$ cat src/rtl/uart_pkg.sv
// Shared UART definitions: receiver FSM states, data width and the frame
// bit positions used by both the transmitter and the receiver.
// Configuration macro: UART_RX_PARITY_EN (parity bit present in the frame).
package uart_pkg;

  localparam int unsigned DATA_BITS  = 8;

  // Frame layout, counted in bit periods from the start bit.
  localparam int unsigned START_POS  = 0;
  localparam int unsigned DATA_POS   = 1;
  localparam int unsigned PARITY_POS = DATA_POS + DATA_BITS;
`ifdef UART_RX_PARITY_EN
  localparam int unsigned STOP_POS   = PARITY_POS + 1;
`else
  localparam int unsigned STOP_POS   = PARITY_POS;
`endif
  localparam int unsigned FRAME_BITS = STOP_POS + 1;

  // Explicit encodings keep state values identical to the legacy design.
  typedef enum logic [2:0] {
    ST_IDLE      = 3'd0,
    ST_START     = 3'd1,
    ST_DATA      = 3'd2,
    ST_PARITY    = 3'd3,
    ST_STOP      = 3'd4,
    ST_WAIT_IDLE = 3'd5
  } uart_state_e;

endpackage

$ cat src/rtl/rx_sync.sv
// Two-flop synchronizer for the asynchronous serial line.
// Ports: clk, rst_n (async active-low, flops reset to 1 = idle line),
//        d (asynchronous input), q (synchronized output).
module rx_sync (
  input  logic clk,
  input  logic rst_n,
  input  logic d,
  output logic q
);

  logic meta_q;
  logic sync_q;

  always_ff @(posedge clk or negedge rst_n) begin
    if (!rst_n) begin
      meta_q <= 1'b1;
      sync_q <= 1'b1;
    end else begin
      meta_q <= d;
      sync_q <= meta_q;
    end
  end

  assign q = sync_q;

endmodule

$ cat src/rtl/uart_receiver.sv
// Oversampling UART receiver: start, 8 data bits LSB first, optional parity,
// stop. Each bit is sampled once near mid-bit on the synchronized line.
// Configuration macro: UART_RX_PARITY_EN (when undefined the frame is 10 bits
// and parityError is tied low).
// Ports:
//   uart_clock  - clock at OVERSAMPLE x baud
//   rst_n       - asynchronous active-low reset
//   rx          - serial line, idle high, asynchronous
//   data        - last accepted byte, held between frames
//   dataValid   - one-cycle pulse when data updates
//   parityError - one-cycle pulse with dataValid on parity mismatch
//   frameError  - one-cycle pulse when the stop bit samples low
//   busy        - high from start detection until back in IDLE
module uart_receiver
  import uart_pkg::*;
#(
  parameter int unsigned OVERSAMPLE = 16,
  parameter bit          PARITY_ODD = 1'b0
) (
  input  logic       uart_clock,
  input  logic       rst_n,
  input  logic       rx,
  output logic [7:0] data,
  output logic       dataValid,
  output logic       parityError,
  output logic       frameError,
  output logic       busy
);

  localparam int unsigned CW = $clog2(OVERSAMPLE);
  localparam logic [CW-1:0] TICK_LAST = CW'(OVERSAMPLE - 1);
  localparam logic [CW-1:0] TICK_HALF = CW'(OVERSAMPLE / 2 - 1);
  localparam logic [2:0]    BIT_LAST  = 3'(DATA_BITS - 1);

  logic rx_s;
  logic rx_prev_q;

  uart_state_e            state_q, state_d;
  logic [CW-1:0]          tick_q, tick_d;
  logic [2:0]             bit_q, bit_d;
  logic [DATA_BITS-1:0]   shift_q, shift_d;
  logic [DATA_BITS-1:0]   data_q, data_d;
  logic                   valid_q, valid_d;
  logic                   frame_err_q, frame_err_d;
`ifdef UART_RX_PARITY_EN
  logic                   par_bad_q, par_bad_d;
  logic                   par_err_q, par_err_d;
`endif

  rx_sync u_rx_sync (
    .clk   (uart_clock),
    .rst_n (rst_n),
    .d     (rx),
    .q     (rx_s)
  );

  always_comb begin
    state_d     = state_q;
    tick_d      = tick_q;
    bit_d       = bit_q;
    shift_d     = shift_q;
    data_d      = data_q;
    valid_d     = 1'b0;
    frame_err_d = 1'b0;
`ifdef UART_RX_PARITY_EN
    par_bad_d   = par_bad_q;
    par_err_d   = 1'b0;
`endif
    unique case (state_q)
      ST_IDLE: begin
        // rx_prev_q tracks the line every cycle, so an edge landing on the
        // first IDLE cycle after STOP is still caught.
        if (rx_prev_q && !rx_s) begin
          state_d = ST_START;
          tick_d  = '0;
        end
      end
      ST_START: begin
        if (tick_q == TICK_HALF) begin
          tick_d = '0;
          bit_d  = '0;
          state_d = rx_s ? ST_IDLE : ST_DATA;
        end else begin
          tick_d = tick_q + 1'b1;
        end
      end
      ST_DATA: begin
        if (tick_q == TICK_LAST) begin
          tick_d  = '0;
          shift_d = {rx_s, shift_q[DATA_BITS-1:1]};
          bit_d   = bit_q + 1'b1;
          if (bit_q == BIT_LAST) begin
`ifdef UART_RX_PARITY_EN
            state_d = ST_PARITY;
`else
            state_d = ST_STOP;
`endif
          end
        end else begin
          tick_d = tick_q + 1'b1;
        end
      end
`ifdef UART_RX_PARITY_EN
      ST_PARITY: begin
        if (tick_q == TICK_LAST) begin
          tick_d    = '0;
          par_bad_d = rx_s ^ (^shift_q) ^ PARITY_ODD;
          state_d   = ST_STOP;
        end else begin
          tick_d = tick_q + 1'b1;
        end
      end
`endif
      ST_STOP: begin
        if (tick_q == TICK_LAST) begin
          tick_d = '0;
          if (rx_s) begin
            data_d    = shift_q;
            valid_d   = 1'b1;
`ifdef UART_RX_PARITY_EN
            par_err_d = par_bad_q;
`endif
            state_d   = ST_IDLE;
          end else begin
            frame_err_d = 1'b1;
            state_d     = ST_WAIT_IDLE;
          end
        end else begin
          tick_d = tick_q + 1'b1;
        end
      end
      ST_WAIT_IDLE: begin
        if (rx_s) state_d = ST_IDLE;
      end
      default: state_d = ST_IDLE;
    endcase
  end

  always_ff @(posedge uart_clock or negedge rst_n) begin
    if (!rst_n) begin
      rx_prev_q   <= 1'b1;
      state_q     <= ST_IDLE;
      tick_q      <= '0;
      bit_q       <= '0;
      shift_q     <= '0;
      data_q      <= '0;
      valid_q     <= 1'b0;
      frame_err_q <= 1'b0;
`ifdef UART_RX_PARITY_EN
      par_bad_q   <= 1'b0;
      par_err_q   <= 1'b0;
`endif
    end else begin
      rx_prev_q   <= rx_s;
      state_q     <= state_d;
      tick_q      <= tick_d;
      bit_q       <= bit_d;
      shift_q     <= shift_d;
      data_q      <= data_d;
      valid_q     <= valid_d;
      frame_err_q <= frame_err_d;
`ifdef UART_RX_PARITY_EN
      par_bad_q   <= par_bad_d;
      par_err_q   <= par_err_d;
`endif
    end
  end

  assign data       = data_q;
  assign dataValid  = valid_q;
  assign frameError = frame_err_q;
  assign busy       = (state_q != ST_IDLE);
`ifdef UART_RX_PARITY_EN
  assign parityError = par_err_q;
`else
  assign parityError = 1'b0;
`endif

endmodule

$ cat config.mk
export PLATFORM = sky130hd
export DESIGN_NAME = uart_receiver
export DESIGN_NICKNAME = d
export VERILOG_FILES = /design/src/rtl/uart_pkg.sv /design/src/rtl/rx_sync.sv /design/src/rtl/uart_receiver.sv
export SDC_FILE = /design/constraint.sdc
export NUM_CORES = 1
export LEC_CHECK = 0
export CAP_MARGIN = 5
export CORE_ASPECT_RATIO = 1.2
export CORE_MARGIN = 5
export CORE_UTILIZATION = 60
export CTS_BUF_LIST = sky130_fd_sc_hd__clkbuf_8
export DETAILED_ROUTE_END_ITERATION = 6
export GPL_TIMING_DRIVEN = 0
export PLACE_DENSITY = 0.83
export SYNTH_ARGS = -nofsm -noshare
export SYNTH_HDL_FRONTEND = slang
export SYNTH_SLANG_ARGS = --single-unit
export TNS_END_PERCENT = 20
$ cat constraint.sdc
create_clock -name uart_clock -period 3.47 [get_ports uart_clock]
set_input_delay 0.694 -clock uart_clock [delete_from_list [all_inputs] [get_ports uart_clock]]
set_output_delay 0.694 -clock uart_clock [all_outputs]
set_load 0.005 [all_outputs]
==> impl_metrics.tcl, run 1 <==
set metrics [dict create \
    gr-total-overflow 0 \
    arrival_ns 1.76 \
    synth_edf_count 0 \
    required_ns 2.78 \
    antenna_found_initial 0 \
    async_flop_share_pct 100.0 \
    syn_area_um2 1395 \
    critPathCaptureType "output pin" \
    seq_area_um2 779.5 \
    numCtsBuffers 5 \
    hold_viol 0 \
    finalCritPeriodShare_pct 70.76 \
    yosys.area.top_type "dfrtp_1" \
    grt_pass1_wl_um 4043 \
    p_leak_nw 0.8348 \
    vias_per_cell 5.390 \
    final_util_pct 75.68 \
    combPwrFrac_pct 32.1 \
    die_w_um 54.02 \
    vias 857 \
    diodes 0 \
    synth_top_cell_area_share_pct 50.22 \
    ant_nets 0 \
    layout_commonest_cell "dfrtp_1" \
    start_kind "register" \
    r2r_cells 5 \
    syn_area_per_cell_um2 13.16 \
    seqPwrFrac_pct 37.6 \
    cts_setup_buffers 0 \
    ys.flop_type "dfrtp_1" \
    multiInputGateArea_um2 555.5 \
    worst_slew_pin_slew_ns 0.5645 \
    cts-root-buf "clkbuf_8" \
    crit_type "register to output pin" \
    cp.buffers_inverters 3 \
    tns_ns 0 \
    wirelength_um 2321 \
    syn-num-nets 112 \
    synthCells 106 \
    area.growth.synth_to_final_pct 22.51 \
    drive_above_1_share_pct 31.25 \
    stdcell_count 159 \
    die_area_um2 3394 \
    p_per_area_nw_per_um2 687.0 \
    gp_congestion 0.8577 \
    cp_top_family "buffers and inverters" \
    r2r_start "state_q[1]" \
    switchingPower_mw 0.3626 \
    critPathCapture "busy" \
    synthTopCellsByArea "dfrtp_1, mux2_4, mux2_2" \
    num-fill-cells 152 \
    power_frac_clock_pct 30.3 \
    yosys_warnings 0 \
    fin_ws_ns 1.015 \
    dr.pass1.iters 4 \
    drv_slew 0 \
    htreeDepth 2 \
    worstSkewPairLatency_ns 0.28 \
    place_inst 151 \
    cts_tree "built" \
    maxCapViolations 0 \
    ys_seq_area_share_pct 55.87 \
    synth.distinct_cells 38 \
    crit_fanout 10 \
    grt_start_max_net_pins 22 \
    io-pin-count 15 \
    outcome "finished clean" \
    drt_iter0_markers 20 \
    dpl.hpwl_um 1628 \
    ys_seq_elements 31 \
    cpPeakStageDelay_ns 0.46 \
    num-nets-final 133 \
    clock-sinks 31 \
    switching_share_pct 30.88 \
    clockBufferDepth 2 \
    path_cells "buf_4, nor3_1, inv_1, clkdlybuf4s50_1" \
    fmax_mhz 407.3 \
    start_util_pct 61.77 \
    rrSetupSlack_ns 1.63 \
    post-place-ws_ns 1.303 \
    max-slew-margin-rel_pct 62.25 \
    crit_start "state_q[0]" \
    cts.repair.resized 0 \
    slowest_stage "clkdlybuf4s50_1" \
    peakVddDrop_mv 0.5586 \
    timing.hold.worst_path_depth 0 \
    total_power_mw 1.174 \
    path_depth 4 \
    worstReg2RegEnd "data[3]" \
    cts.clk_slew.worst_paths_ns 0.06 \
    p_int_mw 0.8117 \
    num_rows 19 \
    die_y_um 62.82 \
    core_um2 2258 \
    cts_hold_buf 0 \
    post_drt_wl_per_cell_um 14.60 \
    hp-class "register to register" \
    skew_ns 0.009487 \
    grt_pass1_vias 880 \
    setup_viol 0 \
    final_cell_mix "dfrtp_1, clkdlybuf4s50_1, nand2_1, mux2_2, mux2_4" \
    rsz0062_at_grt "false" \
    drc 0 \
    grtUsageTotal_pct 16.63 \
    port_buffers 13 \
    finalCriticalPeriod_ns 2.455 \
]
## state kept, by name, summed over array words and instances, names as in the netlist
signal and cells:
u_rx_sync.meta_q 1, frameError 1, state_q 3, u_rx_sync.q 1
rx_prev_q 1, shift_q 8, bit_q 3, data 8
tick_q 4, dataValid 1
## how the worst min path moves through the flow
stage	startpoint	to	slack (ns)
after global routing	u_rx_sync.meta_q	u_rx_sync.q	0.37
after CTS	u_rx_sync.meta_q	u_rx_sync.q	0.36
after global placement	u_rx_sync.meta_q	u_rx_sync.q	0.35
final	u_rx_sync.meta_q	u_rx_sync.q	0.36
after floorplan	u_rx_sync.meta_q	u_rx_sync.q	0.35
after detailed placement	u_rx_sync.meta_q	u_rx_sync.q	0.35
## metal layers
metal / routed length, um / vias to the layer above / GRT usage [%] / part of all wire, %
met1: 1001 / 411 / 20.38 / 43
met2: 1134 / 24 / 24.55 / 49
met4: 76 / 0 / 10.90 / 3.3
met5: 0 / - / 0 / 0
li1: - / 412 / - / -
met3: 108 / 10 / 5.012 / 4.7
## cell families (layout without fill, tap and decap cells)
| group | count (synthesis) | in the layout | synth area share (%) |
|---|---|---|---|
| AO/OA/AOI/OAI | 16 | 16 | 8.879 |
| other | 1 | 1 | 0.2688 |
| buffers and inverters | 11 | 33 | 4.304 |
| multiplexers | 17 | 17 | 15.52 |
| flip-flops | 31 | 31 | 55.87 |
| adder cells (fa/ha/maj) | 4 | 4 | 3.498 |
| XOR/XNOR | 3 | 3 | 1.884 |
| AND/OR/NAND/NOR | 23 | 23 | 9.776 |
## Yosys cell counts, types with 2 or more instances
library cell	number
buf_2	3
a22o_1	2
dfrtp_1	28
nor2_1	2
ha_1	3
nand2b_1	2
mux2_4	7
a211oi_1	2
o21ai_0	4
buf_4	2
inv_1	4
xor2_1	3
mux2_2	9
nand2_1	9
dfstp_2	3
## metrics by stage
stage / hold WS, ns / area [um^2]
after global routing: 0.3676 / 1709
after detailed placement: 0.3491 / 1592
after global placement: 0.3479 / 1564
after floorplan: 0.3452 / 1395
after CTS: 0.3580 / 1709
final: 0.3567 / 1709
## final cells by class
cell class	count	share of cell area (%)
clock buffer	6	4.832
clock inverter	2	2.050
inverter	4	0.8785
tap	31	2.269
sequential	31	45.61
buffer	7	2.635
multi-input combinational	64	32.50
timing repair buffer	14	9.224
## power by group through the flow
stage          registers, mW  logic, mW  clock network (mW)
4_1_cts                0.442      0.374               0.363
3_3_place_gp           0.444      0.351                   0
3_5_place_dp           0.447      0.365                   0
2_1_floorplan          0.439      0.288                   0
5_1_grt                0.447      0.417               0.385
6_report               0.442      0.377               0.355
## worst reg2reg max path, stage by stage, from the launching register on
cell      delay [ns]
dfrtp_1         0.39
buf_2           0.19
nand2b_1        0.21
nor4b_2         0.27
nand2_1         0.31
mux2_2          0.38
Power figures use the tool's default switching activity.
==> inputs of run 2 (changes only) <==
--- a/config.mk
+++ b/config.mk
@@ -8,11 +8,11 @@
 export CAP_MARGIN = 5
 export CORE_ASPECT_RATIO = 1.2
 export CORE_MARGIN = 5
-export CORE_UTILIZATION = 60
+export CORE_UTILIZATION = 57
 export CTS_BUF_LIST = sky130_fd_sc_hd__clkbuf_8
 export DETAILED_ROUTE_END_ITERATION = 6
 export GPL_TIMING_DRIVEN = 0
-export PLACE_DENSITY = 0.83
+export PLACE_DENSITY = 0.79
 export SYNTH_ARGS = -nofsm -noshare
 export SYNTH_HDL_FRONTEND = slang
 export SYNTH_SLANG_ARGS = --single-unit
==> constraint.sdc (replaced) <==
create_clock -name uart_clock -period 2.4 [get_ports uart_clock]
set_input_delay 0.48 -clock uart_clock [delete_from_list [all_inputs] [get_ports uart_clock]]
set_output_delay 0.48 -clock uart_clock [all_outputs]
set_load 0.005 [all_outputs]
==> run 2 against run 1 <==
Clock power grew 46%. Register-to-register slack lost 1.1 ns. Die area grew 4.3%. Combinational power grew 44%. Sequential share of layout area is the same. Via count grew 0.93%. Non-clock buffer count is the same. Routed wire length grew 2.1%. Utilization shrank 2.3 points. Critical path type unchanged.
==> impl_metrics.tcl, run 2 (synthesized netlist as in run 1, its figures left out) <==
set metrics [dict create \
    die_y_um 64.20 \
    grt_pass1_wl_um 4064 \
    required_ns 1.92 \
    port_buffers 13 \
    seq_area_um2 779.5 \
    crit_type "register to output pin" \
    tns_ns 0 \
    numCtsBuffers 5 \
    clockBufferDepth 2 \
    num-nets-final 133 \
    area.growth.synth_to_final_pct 22.51 \
    diodes 0 \
    maxCapViolations 0 \
    design_area_um2 1709 \
    hp-class "register to register" \
    cts-root-buf "clkbuf_8" \
    drt_iter0_markers 19 \
    cts_setup_buffers 0 \
    peakVddDrop_mv 0.7926 \
    p_leak_nw 0.8348 \
    finalCritPeriodShare_pct 93.94 \
    whs_endpoint "u_rx_sync.q" \
    max-slew-margin-rel_pct 52.86 \
    setup_viol 0 \
    total_power_mw 1.702 \
    io-pin-count 15 \
    r2r_start "tick_q[1]" \
    drive_above_1_share_pct 31.25 \
    hold_viol 0 \
    drv_slew 0 \
    hp-start "u_rx_sync.meta_q" \
    rrSetupSlack_ns 0.56 \
    htreeDepth 2 \
    timing.hold.worst_path_depth 0 \
    gr-total-overflow 0 \
    start_kind "register" \
    post_drt_wl_per_cell_um 14.90 \
    skew_ns 0.003909 \
    dpl.hpwl_um 1635 \
    core_um2 2330 \
    num_rows 19 \
    gp_congestion 0.7752 \
    start_util_pct 59.88 \
    worstReg2RegEnd "shift_q[6]" \
    drc 0 \
    cts_tree "built" \
    grtUsageTotal_pct 16.24 \
    clock-sinks 31 \
    grt_pass1_vias 842 \
    critPathCaptureType "output pin" \
    layout_commonest_cell "dfrtp_1" \
    die_w_um 55.16 \
    wirelength_um 2369 \
    crit_fanout 10 \
    grt_start_max_net_pins 20 \
    placed_cell_area_um2 1592 \
    num-fill-cells 168 \
    p_per_area_nw_per_um2 995.5 \
    vias 865 \
    arrival_ns 1.77 \
    worstSkewPairLatency_ns 0.28 \
    outcome "finished clean" \
    cts.repair.resized 0 \
    cts.clk_slew.worst_paths_ns 0.06 \
    multiInputGateArea_um2 555.5 \
    die_area_um2 3541 \
    finalCriticalPeriod_ns 2.255 \
    r2r_cells 5 \
    antenna_found_initial 0 \
    vias_per_cell 5.440 \
    rsz0062_at_grt "false" \
    final_cell_mix "dfrtp_1, clkdlybuf4s50_1, nand2_1, mux2_2, mux2_4" \
    dr.pass1.iters 4 \
    fmax_mhz 443.5 \
    cts_hold_buf 0 \
    worst_slew_pin_slew_ns 0.7049 \
    ant_nets 0 \
]
[run 2: cell counts in the layout (fill, tap and decap cells not counted)]
Identical to the previous run, type by type.
[run 2: area by class of cell]
class	count	share of cell area [%]
sequential	31	45.61
multi-input combinational	64	32.50
timing repair buffer	14	9.224
clock buffer	6	4.832
buffer	7	2.635
tap	31	2.269
clock inverter	2	2.050
inverter	4	0.8785
[run 2: layer usage]
| layer | share of wire, % | vias to the layer above | GRT usage, % |
|---|---|---|---|
| met3 | 4.1 | 7 | 4.884 |
| met2 | 52 | 17 | 25.15 |
| met1 | 42 | 430 | 20.45 |
| met4 | 2.0 | 0 | 7.295 |
| met5 | 0 | - | 0 |
| li1 | - | 411 | - |
[run 2: where the power goes]
part	internal, mW	switching (mW)	leakage, nW
combinational	0.247	0.295	0.361
sequential	0.591	0.0523	0.412
clock	0.335	0.182	0.0612
[run 2: worst max-delay path by stage]
stage / start / end / cells past startpoint
after CTS: state_q[0] / busy / 4
final: state_q[0] / busy / 4
after global routing: state_q[1] / busy / 4
after floorplan: tick_q[0] / shift_q[1] / 5
after detailed placement: state_q[0] / busy / 4
after global placement: rst_n / data[4] / 1
[run 2: worst max-delay path, stage by stage (launching register included)]
cell,delay [ns]
dfrtp_1,0.41
buf_4,0.18
nor3_1,0.30
inv_1,0.15
clkdlybuf4s50_1,0.47
[run 2: stage by stage]
| stage | util, % | instances | hold WS [ns] | setup WS (ns) |
|---|---|---|---|---|
| finish | 73.36 | 159 | 0.3564 | 0.1454 |
| global route | 73.36 | 159 | 0.3678 | 0.02053 |
| CTS | 73.36 | 159 | 0.3587 | 0.1461 |
| detailed placement | 68.31 | 151 | 0.3495 | 0.4635 |
| global placement | 67.13 | 150 | 0.3470 | 0.3425 |
| floorplan | - | 106 | 0.1844 | 0.6781 |
==> inputs of run 3 (changes only) <==
--- a/config.mk
+++ b/config.mk
@@ -5,14 +5,15 @@
 export SDC_FILE = /design/constraint.sdc
 export NUM_CORES = 1
 export LEC_CHECK = 0
+export ABC_AREA = 1
 export CAP_MARGIN = 5
 export CORE_ASPECT_RATIO = 1.2
 export CORE_MARGIN = 5
-export CORE_UTILIZATION = 57
+export CORE_UTILIZATION = 58
 export CTS_BUF_LIST = sky130_fd_sc_hd__clkbuf_8
 export DETAILED_ROUTE_END_ITERATION = 6
 export GPL_TIMING_DRIVEN = 0
-export PLACE_DENSITY = 0.79
+export PLACE_DENSITY = 0.8
 export SYNTH_ARGS = -nofsm -noshare
 export SYNTH_HDL_FRONTEND = slang
 export SYNTH_SLANG_ARGS = --single-unit
==> run 3 against run 2 <==
Clock skew hardly changed. Synthesized area rose by 6.6%. Combinational power down 19%. Utilization decreased by 3.3 points. Sequential share of layout area fell by 1.2 points. Critical path type unchanged. Critical endpoint unchanged.
==> impl_metrics.tcl, run 3 <==
set metrics [dict create \
    outcome "finished clean" \
    vias 1111 \
    ys_seq_area_share_pct 52.40 \
    skew_ns 0.003831 \
    critPathCaptureType "output pin" \
    num-nets-final 187 \
    tns_ns 0 \
    yosys.area.top_type "dfrtp_1" \
    crit_type "register to output pin" \
    hold_viol 0 \
    maxCapViolations 0 \
    muxShareOfSynthArea_pct 0 \
    diodes 0 \
    design_area_um2 1754 \
    clock-sinks 31 \
    vias_per_cell 5.167 \
    async_flop_share_pct 100.0 \
    drc 0 \
    seq_area_um2 779.5 \
    fmax_mhz 495.2 \
    rsz0062_at_grt "false" \
    synth-adder-area-share_pct 2.523 \
    peakVddDrop_mv 0.6994 \
    synth_top_cell_area_share_pct 47.10 \
    switchingPower_mw 0.5249 \
    drv_slew 0 \
    multiInputGateArea_um2 585.6 \
    num_rows 20 \
    total_power_mw 1.516 \
    worst_slew_pin_slew_ns 0.6685 \
    cts_tree "built" \
    die_w_um 56.23 \
    synth_top_family_by_area "simple AND/OR/NAND/NOR gates" \
    wirelength_um 2751 \
    grt_pass1_vias 1215 \
    finalCritPeriodShare_pct 84.14 \
    grtUsageTotal_pct 18.27 \
    synthTopCellsByArea "dfrtp_1, nand2_1, o21ai_2" \
    num-fill-cells 194 \
    drt_iter0_markers 29 \
    synth_edf_count 0 \
    cts.repair.resized 0 \
    switching_share_pct 34.62 \
    start_util_pct 59.45 \
    core_um2 2502 \
    syn-num-nets 167 \
    p_int_mw 0.9913 \
    synth.distinct_cells 25 \
    crit_fanout 8 \
    cts_setup_buffers 0 \
    io-pin-count 15 \
    yosys_warnings 0 \
    port_buffers 13 \
    required_ns 1.92 \
    layout_commonest_cell "nand2_1" \
    synth-compound-area-share_pct 12.70 \
    worstSkewPairLatency_ns 0.28 \
    gr-total-overflow 0 \
    synthCells 161 \
    gp_congestion 0.8424 \
    fin_ws_ns 0.3806 \
    die_area_um2 3682 \
    cts_hold_buf 0 \
    hp-class "input port to async pin" \
    final_cell_mix "nand2_1, dfrtp_1, inv_1, o21ai_0, clkdlybuf4s50_1" \
    syn_area_um2 1488 \
    p_per_area_nw_per_um2 864.4 \
    post-place-ws_ns 0.2862 \
    dpl.hpwl_um 1994 \
    start_kind "register" \
    numCtsBuffers 5 \
    finalCriticalPeriod_ns 2.019 \
    cts.clk_slew.worst_paths_ns 0.06 \
    dr.pass1.iters 4 \
    placed_cell_area_um2 1659 \
    yosys.cell_count.top_type "nand2_1" \
    drive_above_1_share_pct 23.08 \
    clockBufferDepth 2 \
    synthSimpleGateAreaFrac_pct 22.71 \
    ant_nets 0 \
    p_leak_nw 0.8684 \
    cts-root-buf "clkbuf_8" \
    antenna_found_initial 0 \
    ys_seq_elements 31 \
    whs_ns 0.2302 \
    htreeDepth 2 \
    grt_pass1_wl_um 5237 \
    seqPwrFrac_pct 41.9 \
    syn_area_per_cell_um2 9.240 \
    synth_xor_area_share_pct 1.177 \
    die_y_um 65.48 \
    power_frac_clock_pct 29.2 \
    grt_start_max_net_pins 32 \
    synthTopCellsByCount "nand2_1, dfrtp_1, inv_1" \
    combPwrFrac_pct 28.9 \
    area.growth.synth_to_final_pct 17.91 \
    max-slew-margin-rel_pct 55.43 \
    ys.flop_type "dfrtp_1" \
    post_drt_wl_per_cell_um 12.80 \
    setup_viol 0 \
    arrival_ns 1.54 \
]
run 3: cell types whose count changed after synthesis, sizes merged, moves of 2 or more:
cell / change
nand3: +6
o21ai: +20
inv: +17
nand2b: -2
nand4: +4
mux2: -16
nand2: +36
a211oi: -2
nor2: +10
a22o: -2
o21bai: +3
run 3: final cells by class:
| type | count | area share (%) |
|---|---|---|
| Clock buffer | 7 | 5.492 |
| Multi-Input combinational cell | 103 | 33.38 |
| Buffer | 5 | 2.282 |
| Tap cell | 33 | 2.354 |
| Timing Repair Buffer | 13 | 7.133 |
| Sequential cell | 31 | 44.44 |
| Inverter | 22 | 4.708 |
| Clock inverter | 1 | 0.2140 |
run 3: metrics by stage:
step                      util [%]  cells
after floorplan                  -    161
after global placement       66.30    207
after detailed placement     66.30    207
after CTS                    70.30    215
after global routing         70.10    215
final                        70.10    215
run 3: cells by family after synthesis:
| family | count (synthesis) |
|---|---|
| and+or+nand+nor | 69 |
| DFF | 31 |
| AOI/OAI and AO/OA | 28 |
| buffers and inverters | 27 |
| adders and majority gates | 3 |
| xor gates and xnor gates | 2 |
| other | 1 |
run 3: power groups by stage:
stage | Clock (mW) | Sequential (mW) | Combinational [mW]
CTS | 0.455 | 0.635 | 0.444
floorplan | 0 | 0.631 | 0.335
global route | 0.486 | 0.643 | 0.495
finish | 0.443 | 0.635 | 0.438
detailed placement | 0 | 0.644 | 0.441
global placement | 0 | 0.641 | 0.417
run 3: worst paths after layout:
kind,slack (ns),cells past startpoint,endpoint,start
hold / removal,0.23,1,state_q[1],rst_n
max in group asynchronous,1.74,1,shift_q[6],rst_n
setup / recovery,0.38,4,busy,state_q[1]
setup reg to reg,0.94,7,data[7],tick_q[0]
hold reg to reg,0.37,0,u_rx_sync.q,u_rx_sync.meta_q
min in group uart_clock,0.37,0,u_rx_sync.q,u_rx_sync.meta_q
run 3: per-layer routing:
layer	routed length [um]	vias to the layer above	track usage, %
met4	78	0	9.792
met1	1143	529	20.56
met3	119	10	5.894
met2	1409	25	30.70
met5	0	-	0
li1	-	547	-
run 3: critical path: stages (launching register included):
cell and delay, ns:
dfrtp_1 0.35, buf_2 0.17, nor2_4 0.18, nand2_1 0.10, clkdlybuf4s50_1 0.45
==> RTL change: new RTL, flow settings as in run 2 <==
The parameter `OVERSAMPLE` goes from 16 to 32.
--- a/src/rtl/uart_receiver.sv
+++ b/src/rtl/uart_receiver.sv
@@ -15,5 +15,5 @@
   import uart_pkg::*;
 #(
-  parameter int unsigned OVERSAMPLE = 16,
+  parameter int unsigned OVERSAMPLE = 32,
   parameter bit          PARITY_ODD = 1'b0
 ) (
Check against the original RTL: no difference found for any inputs over 10 cycles, from zero or initial values and one cycle with rst_n low; that may be too few to reach the edited logic, so the function may still have changed.
==> RTL change against run 2 <==
Worst setup slack better by 150 ps. Sequential power is 2% lower. Wire length is 17% higher. Global-route usage is 0.86 points higher. Count of clock-buffer cells in the layout is 1 lower. Design area is 5.2% higher. Synthesized cell count is 19% higher. Clock power is 26% lower. Power is 16% lower. Synthesized area is 8.8% higher. Sequential cell count is 1 higher. Largest cell class unchanged.
==> RTL change: results (changes against run 2) <==
Final Routed Wirelength = 2780 um (+17%)
Leak Pwr = 0.8645 nW (+3.6%)
DR WL met3 = 125 um (+29%)
Reg2Reg Depth = 6 (+1)
Seq power = 632 uW (-2%)
register area = 804.5 sq um (+3.2%)
status = finished clean
vias = 1025 (+18%)
met2 wire length = 1327 um (+8.4%)
CP max stage delay = 450 ps (-20 ps)
Power Density = 797.9 nW/um^2 (-20%)
skew final = 9.137 ps (+5.228 ps)
global-route wire length before repair = 5016 um (+23%)
GRT Util Overall = 17.10% (+0.86 points)
R2R setup slack = 630 ps (+70 ps)
nets = 154 (+16%)
top post-synthesis cells by area = dfrtp_1 48%, mux2_2 13%, dfstp_2 5.2%, a22o_1 4.0%, ha_1 3.3%
Post-Place Cell Area = 1717 sq um (+7.9%)
register area share after synthesis = 53.01% (-2.9 points)
dpl cells = 173 (+15%)
non-clk buf share = 10.86% (-1.0 points)
slew margin rel. = 45.77% (-7.1 points)
DRT iter0 DRCs = 15 (-4)
Syn Inst Count = 126 (+19%)
routing usage on met1 = 21.05% (+0.59 points)
synthesized cell area = 1518 sq um (+8.8%)
DP Worst Slack = 623.1 ps (+159.7 ps)
wire length per cell = 15.36 um (+3.1%)
vias in the first global route = 1109 (+32%)
Clock Sinks = 32 (+3.2%)
Hold Startpoint = u_rx_sync.q
multi-input combinational cell area = 656.9 sq um (+18%)
Synth top cells by count = 29 x dfrtp_1, 18 x mux2_2, 7 x a22o_1, 7 x nor2_1, 6 x o21ai_0
wl on met1 = 1270 um (+27%)
Clk pwr share = 26.7% (-3.7 points)
VDD IR-drop max = 0.0007537 V (-4.9%)
-- RTL change: cell types whose count changed in the layout (fill, tap and decap cells not counted), sizes merged, moves of 3 or more --
cell,delta
inv,+3
nor2,+6
a22o,+5
nand2,-5
xor2,-3
-- RTL change: kinds of logic after synthesis --
family | count (synthesis) | synth area share [%]
multiplexers | 20 | 14.67
buffers and inverters | 12 | 3.710
XOR/XNOR | 1 | 0.5772
AO/OA/AOI/OAI | 23 | 10.88
adder cells (fa/ha/maj) | 5 | 3.957
flip-flops | 32 | 53.01
AND/OR/NAND/NOR | 32 | 12.95
other | 1 | 0.2471
-- RTL change: worst max-delay path by stage --
stage,cells after the start,slack (ps),to,startpoint
3_3_place_gp,1,290,data[3],rst_n
5_1_grt,4,230,busy,state_q[1]
6_report,4,300,busy,state_q[2]
4_1_cts,4,310,busy,state_q[2]
3_5_place_dp,6,620,state_q[1],bit_q[0]
2_1_floorplan,6,790,tick_q[4],tick_q[0]
